<file path="src/rtl/nes_int_pkg.sv">
// nes_int_pkg: shared types and vector addresses for the 6502-style interrupt controller.
package nes_int_pkg;
    typedef enum logic [1:0] {
        VEC_NONE = 2'b00,
        VEC_NMI  = 2'b01,
        VEC_RST  = 2'b10,
        VEC_IRQ  = 2'b11
    } vec_sel_t;
    typedef enum logic {IDLE, REQ} state_t;
    localparam logic [15:0] ADDR_NMI = 16'hFFFA;
    localparam logic [15:0] ADDR_RST = 16'hFFFC;
    localparam logic [15:0] ADDR_IRQ = 16'hFFFE;
    function automatic logic [15:0] vec_addr(vec_sel_t v);
        return v == VEC_NMI ? ADDR_NMI : v == VEC_RST ? ADDR_RST : v == VEC_IRQ ? ADDR_IRQ : 16'h0000;
    endfunction
endpackage

</file>
<file path="src/rtl/nes_int_ctrl_if.sv">
// nes_int_ctrl_if: CPU-side interrupt bus; master is the CPU/decoder, slave is the controller.
interface nes_int_ctrl_if
    import nes_int_pkg::*;
#(
    parameter int NUM_IRQ = 4,
    parameter int ID_W    = (NUM_IRQ > 1) ? $clog2(NUM_IRQ) : 1
);
    logic [NUM_IRQ-1:0] irq_n;
    logic               nmi_n;
    logic [NUM_IRQ-1:0] irq_en;
    logic               irq_mask;
    logic               poll;
    logic               int_ack;
    logic [NUM_IRQ-1:0] irq_clr;
    logic [NUM_IRQ-1:0] irq_edge;
    logic               int_out;
    logic               nmi_out;
    logic               irq_out;
    logic               rst_out;
    vec_sel_t           vec_sel;
    logic [ID_W-1:0]    src_id;
    logic [NUM_IRQ-1:0] pending;
    modport master (
        output irq_n, nmi_n, irq_en, irq_mask, poll, int_ack, irq_clr, irq_edge,
        input  int_out, nmi_out, irq_out, rst_out, vec_sel, src_id, pending
    );
    modport slave (
        input  irq_n, nmi_n, irq_en, irq_mask, poll, int_ack, irq_clr, irq_edge,
        output int_out, nmi_out, irq_out, rst_out, vec_sel, src_id, pending
    );
endinterface

</file>
<file path="src/rtl/nes_int_sync.sv">
// nes_int_sync: STAGES-deep synchroniser for an active-low line plus a one-cycle falling-edge pulse.
module nes_int_sync #(
    parameter int STAGES = 2
) (
    input  logic clk_ph1,
    input  logic rst,
    input  logic d_i,
    output logic q_o,
    output logic fall_o
);
    logic [STAGES-1:0] sync_q;
    logic              last_q;
    always_ff @(posedge clk_ph1) begin
        if (!rst) begin
            sync_q <= '1;
            last_q <= 1'b1;
        end else begin
            sync_q <= STAGES'({sync_q, d_i});
            last_q <= q_o;
        end
    end
    assign q_o    = sync_q[STAGES-1];
    assign fall_o = last_q & ~q_o;
endmodule

</file>
<file path="src/rtl/nes_int_ctrl.sv">
// nes_int_ctrl: reset/NMI/IRQ arbiter presenting vector select and source ID at the CPU poll point.
// Optional INTC_EDGE_MODE_EN adds sticky per-channel edge-triggered IRQ pending bits.
module nes_int_ctrl
    import nes_int_pkg::*;
#(
    parameter int NUM_IRQ     = 4,
    parameter int SYNC_STAGES = 2,
    parameter int ID_W        = (NUM_IRQ > 1) ? $clog2(NUM_IRQ) : 1
) (
    input  logic        clk_ph1,
    input  logic        rst,
    nes_int_ctrl_if.slave bus
);
    logic [NUM_IRQ-1:0] irq_sync, irq_fall, pending;
    logic               nmi_sync, nmi_fall, nmi_pend_q, nmi_pend_d, nmi_ack, irq_req;
    logic [ID_W-1:0]    src_q, first_id;
    state_t             state_q;
    vec_sel_t           vec_q;
    logic               int_q, nmi_q, irq_q, rst_q;
    logic               unused_ok;

    genvar i;
    for (i = 0; i < NUM_IRQ; i++) begin : g_irq
        nes_int_sync #(.STAGES(SYNC_STAGES)) u_sync (
            .clk_ph1(clk_ph1), .rst(rst), .d_i(bus.irq_n[i]),
            .q_o(irq_sync[i]), .fall_o(irq_fall[i])
        );
    end
    nes_int_sync #(.STAGES(SYNC_STAGES)) u_nmi_sync (
        .clk_ph1(clk_ph1), .rst(rst), .d_i(bus.nmi_n), .q_o(nmi_sync), .fall_o(nmi_fall)
    );

`ifdef INTC_EDGE_MODE_EN
    logic [NUM_IRQ-1:0] pend_q, pend_d;
    // A fresh edge beats a simultaneous clear so no request is lost.
    assign pend_d = (irq_fall & bus.irq_edge) | (pend_q & ~bus.irq_clr);
    always_ff @(posedge clk_ph1) begin
        if (!rst) pend_q <= '0;
        else pend_q <= pend_d;
    end
    assign pending   = ((bus.irq_edge & pend_q) | (~bus.irq_edge & ~irq_sync)) & bus.irq_en;
    assign unused_ok = nmi_sync;
`else
    assign pending   = ~irq_sync & bus.irq_en;
    assign unused_ok = ^{bus.irq_edge, bus.irq_clr, irq_fall, nmi_sync};
`endif

    always_comb begin
        first_id = '0;
        for (int k = NUM_IRQ - 1; k >= 0; k--) if (pending[k]) first_id = ID_W'(k);
    end

    assign irq_req    = |pending & ~bus.irq_mask;
    assign nmi_ack    = (state_q == REQ) & bus.int_ack & (vec_q == VEC_NMI);
    assign nmi_pend_d = nmi_fall | (nmi_pend_q & ~nmi_ack);

    // Reset lands in REQ with the reset vector so the CPU runs its reset sequence first.
    always_ff @(posedge clk_ph1) begin
        if (!rst) begin
            state_q    <= REQ;
            vec_q      <= VEC_RST;
            int_q      <= 1'b1;
            rst_q      <= 1'b1;
            nmi_q      <= 1'b0;
            irq_q      <= 1'b0;
            src_q      <= '0;
            nmi_pend_q <= 1'b0;
        end else begin
            nmi_pend_q <= nmi_pend_d;
            case (state_q)
                IDLE: if (bus.poll && (nmi_pend_q || irq_req)) begin
                    state_q <= REQ;
                    int_q   <= 1'b1;
                    nmi_q   <= nmi_pend_q;
                    irq_q   <= ~nmi_pend_q;
                    vec_q   <= nmi_pend_q ? VEC_NMI : VEC_IRQ;
                    if (!nmi_pend_q) src_q <= first_id;
                end
                REQ: if (bus.int_ack) begin
                    state_q <= IDLE;
                    int_q   <= 1'b0;
                    nmi_q   <= 1'b0;
                    irq_q   <= 1'b0;
                    rst_q   <= 1'b0;
                    vec_q   <= VEC_NONE;
                end else if (vec_q == VEC_IRQ && nmi_pend_q) begin
                    vec_q <= VEC_NMI;
                    nmi_q <= 1'b1;
                    irq_q <= 1'b0;
                end
                default: state_q <= IDLE;
            endcase
        end
    end

    assign bus.int_out = int_q;
    assign bus.nmi_out = nmi_q;
    assign bus.irq_out = irq_q;
    assign bus.rst_out = rst_q;
    assign bus.vec_sel = vec_q;
    assign bus.src_id  = src_q;
    assign bus.pending = pending;
endmodule

</file>
<file path="src/flat_wrapper.sv">
// flat-port wrapper written by rule: the top's interface ports become plain ports
module nes_int_ctrl_flat import nes_int_pkg::*;
#(
    parameter int NUM_IRQ     = 4,
    parameter int SYNC_STAGES = 2,
    parameter int ID_W        = (NUM_IRQ > 1) ? $clog2(NUM_IRQ) : 1
)
  (clk_ph1, rst, bus_irq_n, bus_nmi_n, bus_irq_en, bus_irq_mask, bus_poll, bus_int_ack, bus_irq_clr, bus_irq_edge, bus_int_out, bus_nmi_out, bus_irq_out, bus_rst_out, bus_vec_sel, bus_src_id, bus_pending);
  nes_int_ctrl_if #(.NUM_IRQ(NUM_IRQ), .ID_W(ID_W)) bus_i ();
  input  logic clk_ph1;
  input  logic rst;
  input wire logic [$bits(bus_i.irq_n)-1:0] bus_irq_n;
  input wire logic [$bits(bus_i.nmi_n)-1:0] bus_nmi_n;
  input wire logic [$bits(bus_i.irq_en)-1:0] bus_irq_en;
  input wire logic [$bits(bus_i.irq_mask)-1:0] bus_irq_mask;
  input wire logic [$bits(bus_i.poll)-1:0] bus_poll;
  input wire logic [$bits(bus_i.int_ack)-1:0] bus_int_ack;
  input wire logic [$bits(bus_i.irq_clr)-1:0] bus_irq_clr;
  input wire logic [$bits(bus_i.irq_edge)-1:0] bus_irq_edge;
  output wire logic [$bits(bus_i.int_out)-1:0] bus_int_out;
  output wire logic [$bits(bus_i.nmi_out)-1:0] bus_nmi_out;
  output wire logic [$bits(bus_i.irq_out)-1:0] bus_irq_out;
  output wire logic [$bits(bus_i.rst_out)-1:0] bus_rst_out;
  output wire logic [$bits(bus_i.vec_sel)-1:0] bus_vec_sel;
  output wire logic [$bits(bus_i.src_id)-1:0] bus_src_id;
  output wire logic [$bits(bus_i.pending)-1:0] bus_pending;
  assign bus_i.irq_n = bus_irq_n;
  assign bus_i.nmi_n = bus_nmi_n;
  assign bus_i.irq_en = bus_irq_en;
  assign bus_i.irq_mask = bus_irq_mask;
  assign bus_i.poll = bus_poll;
  assign bus_i.int_ack = bus_int_ack;
  assign bus_i.irq_clr = bus_irq_clr;
  assign bus_i.irq_edge = bus_irq_edge;
  assign bus_int_out = bus_i.int_out;
  assign bus_nmi_out = bus_i.nmi_out;
  assign bus_irq_out = bus_i.irq_out;
  assign bus_rst_out = bus_i.rst_out;
  assign bus_vec_sel = bus_i.vec_sel;
  assign bus_src_id = bus_i.src_id;
  assign bus_pending = bus_i.pending;
  nes_int_ctrl #(.NUM_IRQ(NUM_IRQ), .SYNC_STAGES(SYNC_STAGES), .ID_W(ID_W)) u_core (.clk_ph1(clk_ph1), .rst(rst), .bus(bus_i));
endmodule
</file>
<file path="config.mk">
export PLATFORM = sky130hd
export DESIGN_NAME = nes_int_ctrl_flat
export DESIGN_NICKNAME = d
export VERILOG_FILES = /design/src/rtl/nes_int_pkg.sv /design/src/rtl/nes_int_ctrl_if.sv /design/src/rtl/nes_int_sync.sv /design/src/rtl/nes_int_ctrl.sv /design/src/flat_wrapper.sv
export SDC_FILE = /design/constraint.sdc
export NUM_CORES = 1
export LEC_CHECK = 0
export BUFFER_PORTS_ARGS = -buffer_cell sky130_fd_sc_hd__buf_2
export CAP_MARGIN = 25
export CORE_MARGIN = 4
export CORE_UTILIZATION = 51
export CTS_BUF_LIST = sky130_fd_sc_hd__clkbuf_4
export CTS_CLUSTER_SIZE = 28
export DETAILED_ROUTE_END_ITERATION = 8
export GPL_ROUTABILITY_DRIVEN = 0
export PLACE_DENSITY = 0.85
export SYNTH_ARGS = -nofsm -noshare
export SYNTH_HDL_FRONTEND = slang
export SYNTH_SLANG_ARGS = --single-unit
</file>
<file path="constraint.sdc">
create_clock -name clk_ph1 -period 3.85 [get_ports clk_ph1]
set_input_delay 0.1925 -clock clk_ph1 [delete_from_list [all_inputs] [get_ports clk_ph1]]
set_output_delay 0.1925 -clock clk_ph1 [all_outputs]
set_load 0.01 [all_outputs]
</file>
==> metrics <==
Post-CTS Setup Inserts=0; Antenna Cells=0; # DRC=0; # IOs=34; worst vdd ir=0.331 mV; Worst Max-Slew Pin Slew=~420 ps; global-route wire length before repair=2190 µm; worst path arrival time=1680 ps; CTS clk-pin slew, worst paths=110 ps; pin count of the biggest net entering global routing=26; CTS sink count=21; setup TNS=0 ps; Tot GR Track Use=13.5%; most frequent cell after synthesis=dfxtp_1; commonest cells in the netlist=dfxtp_1, nand2b_1, nand2_1; synthesized area=791 µm²; Leak=approximately 0.45 nW; register area share after synthesis=53.2%; DR vias/cell=slightly above 5; Layout area overhead=20.7%; core box area=approximately 1400 µm²; initial core utilization=between 50% and 60%; top area cells in the synthesized netlist=dfxtp_1, nand2b_1, nand2_1; HPWL Detailed=around 1000 µm; CP required=between 4000 and 5000 ps; CTS tree=built; Inserted Clock Buffers=3; clk_lat worst skew=approximately 280 ps; Syn Nets=100; CP startpoint kind=flip-flop; Worst R2R Path Depth=5; total power=approximately 0.37 mW; Util after Layout=~69%; min cycle time layout=1490 ps; PD cells=391 nW/µm²; Final Max Slew Viols=0; post-synth top area share=a little over half; Layout Skew=roughly 1.3 ps; antenna viol nets, final=0; number of max-cap violations=0; DIE AREA=2240 µm²; number of synthesized flops with an enable pin=0; Post-Route WL=1330 µm; Syn Area/Cell=a little over 10 µm²; Pre-antenna DRT Iters=4; # resized after CTS=0; Worst Setup SP=u_core.g_irq[0].u_sync.sync_q[1]$_SDFF_PN1_; Via Count=610; Final Cycle Share=38.8%; layout cells sized above 1=about a third; met1 wire length=between 500 and 600 µm; worst slack at placement=2380 ps; # nets final=128; final hold viol count=0; unrepaired setup endpoints after global routing=false; # setup viols final=0; Met3 Routed Length=102 µm; initial DRC count=7; # port buffers=25; total congestion overflow=0; max frequency=670 MHz; clk buf depth=2; Min-Delay Startpoint=bus_irq_n[1]; status=finished clean; Die Wd=about 47 µm; initial antenna violation count=0; routed wl met2=approximately 640 µm; Post-synth ARST share=0%; YS warnings=0; register bit count reported by yosys=21; critical path capture point type=flip-flop; htree depth=1; Yosys top cell by area=dfxtp_1; area of the multi-input gates=340 µm²; Min-Delay Path Class=in2reg; Hold Buf Count CTS=0; WL per Instance=about 11 µm; synthesized instance count=just under 80; worst setup margin=between 2000 and 2500 ps; vias in the first global route=around 550; hold-critical path depth=2; ys flop type=dfxtp_1; Synth cell types=24; Die Ht=about 47 µm; Cell Rows=13; Crit Path Class=reg2reg; Slew HR=a little over 70%; Clock Tree Root=clkbuf_4; FILL cells=approximately 110; FF-to-FF Start=u_core.g_irq[0].u_sync.sync_q[1]$_SDFF_PN1_; DR top layer=met4; Reg area=420 µm²; crit-path max FO=4
## final timing paths
path,to,slack (ps)
hold reg to reg,u_core.g_irq[3].u_sync.sync_q[1]$_SDFF_PN1_,420
setup reg to reg,u_core.bus.vec_sel[0]$_SDFFE_PN0P_,2360
setup / recovery,u_core.bus.vec_sel[0]$_SDFFE_PN0P_,2360
hold / removal,u_core.g_irq[1].u_sync.sync_q[0]$_SDFF_PN1_,80
## report_power, final
group,internal (mW),switching (mW),leakage [nW]
combinational,0.0194,0.0210,0.262
clock,0.0385,0.0601,0.0177
sequential,0.228,0.00596,0.174
## layout by cell type, fill, tap and decap left out
| cell | n |
|---|---|
| inv_1 | 3 |
| o21ai_0 | 2 |
| nand2b_1 | 15 |
| nand3_1 | 3 |
| o21ai_1 | 1 |
| dfxtp_1 | 21 |
| clkinv_2 | 1 |
| nand4_1 | 1 |
| o211a_1 | 1 |
| clkbuf_4 | 3 |
| a41o_1 | 1 |
| nand4_2 | 1 |
| o2bb2ai_1 | 1 |
| nor2b_1 | 2 |
| o2111ai_1 | 1 |
| o41ai_4 | 1 |
| nor3b_2 | 1 |
| nand2_1 | 10 |
| buf_2 | 25 |
| o221ai_1 | 1 |
| mux2i_1 | 3 |
| nor2_1 | 1 |
| inv_2 | 3 |
| o41a_1 | 1 |
| a21boi_0 | 1 |
| nand2b_2 | 1 |
## metal layers
layer,vias up,GRT usage [%]
li1,317,-
met3,2,2.68
met2,16,24.1
met1,275,15.8
met5,-,0
met4,0,4.97
## critical path, cell delays in order (launching register included)
cell and delay (ps):
dfxtp_1 320, nand2b_2 140, inv_2 60, o41ai_4 410, nand4_2 220, o211a_1 250
## metrics by stage
step                      instance area, µm²  hold WS (ps)  instances
after global placement                   927           373        116
final                                    955          77.8        120
after floorplan                          791           266         78
after CTS                                955          71.2        120
after global routing                     955          68.1        120
after detailed placement                 927           379        116
## cell type report
cell class | instances | share of cell area [%]
repair buffers | 25 | 13.1
clock inverters | 1 | 0.524
well taps | 15 | 1.97
inverters | 6 | 2.36
clock buffers | 3 | 2.36
multi-input cells | 49 | 35.6
flip-flops and latches | 21 | 44.0
## cells by family (layout without fill, tap and decap cells)
kind of cell	after synthesis	count (layout)	synth area share, %
AO/OA/AOI/OAI	11	11	13.6
buffers and inverters	8	35	3.80
flip-flops	21	21	53.2
multiplexers	3	3	3.80
AND/OR/NAND/NOR	35	35	25.6
## registers in the layout, summed over array words and instances (netlist names)
register	count
u_core.g_irq.u_sync.sync_q	8
u_core.bus.src_id	2
u_core.bus.vec_sel	2
u_core.u_nmi_sync.sync_q	2
u_core.bus.int_out	1
u_core.bus.irq_out	1
u_core.bus.nmi_out	1
u_core.bus.rst_out	1
u_core.nmi_pend_q	1
u_core.state_q	1
u_core.u_nmi_sync.last_q	1
Note: power is estimated with default switching activity, not from simulation.
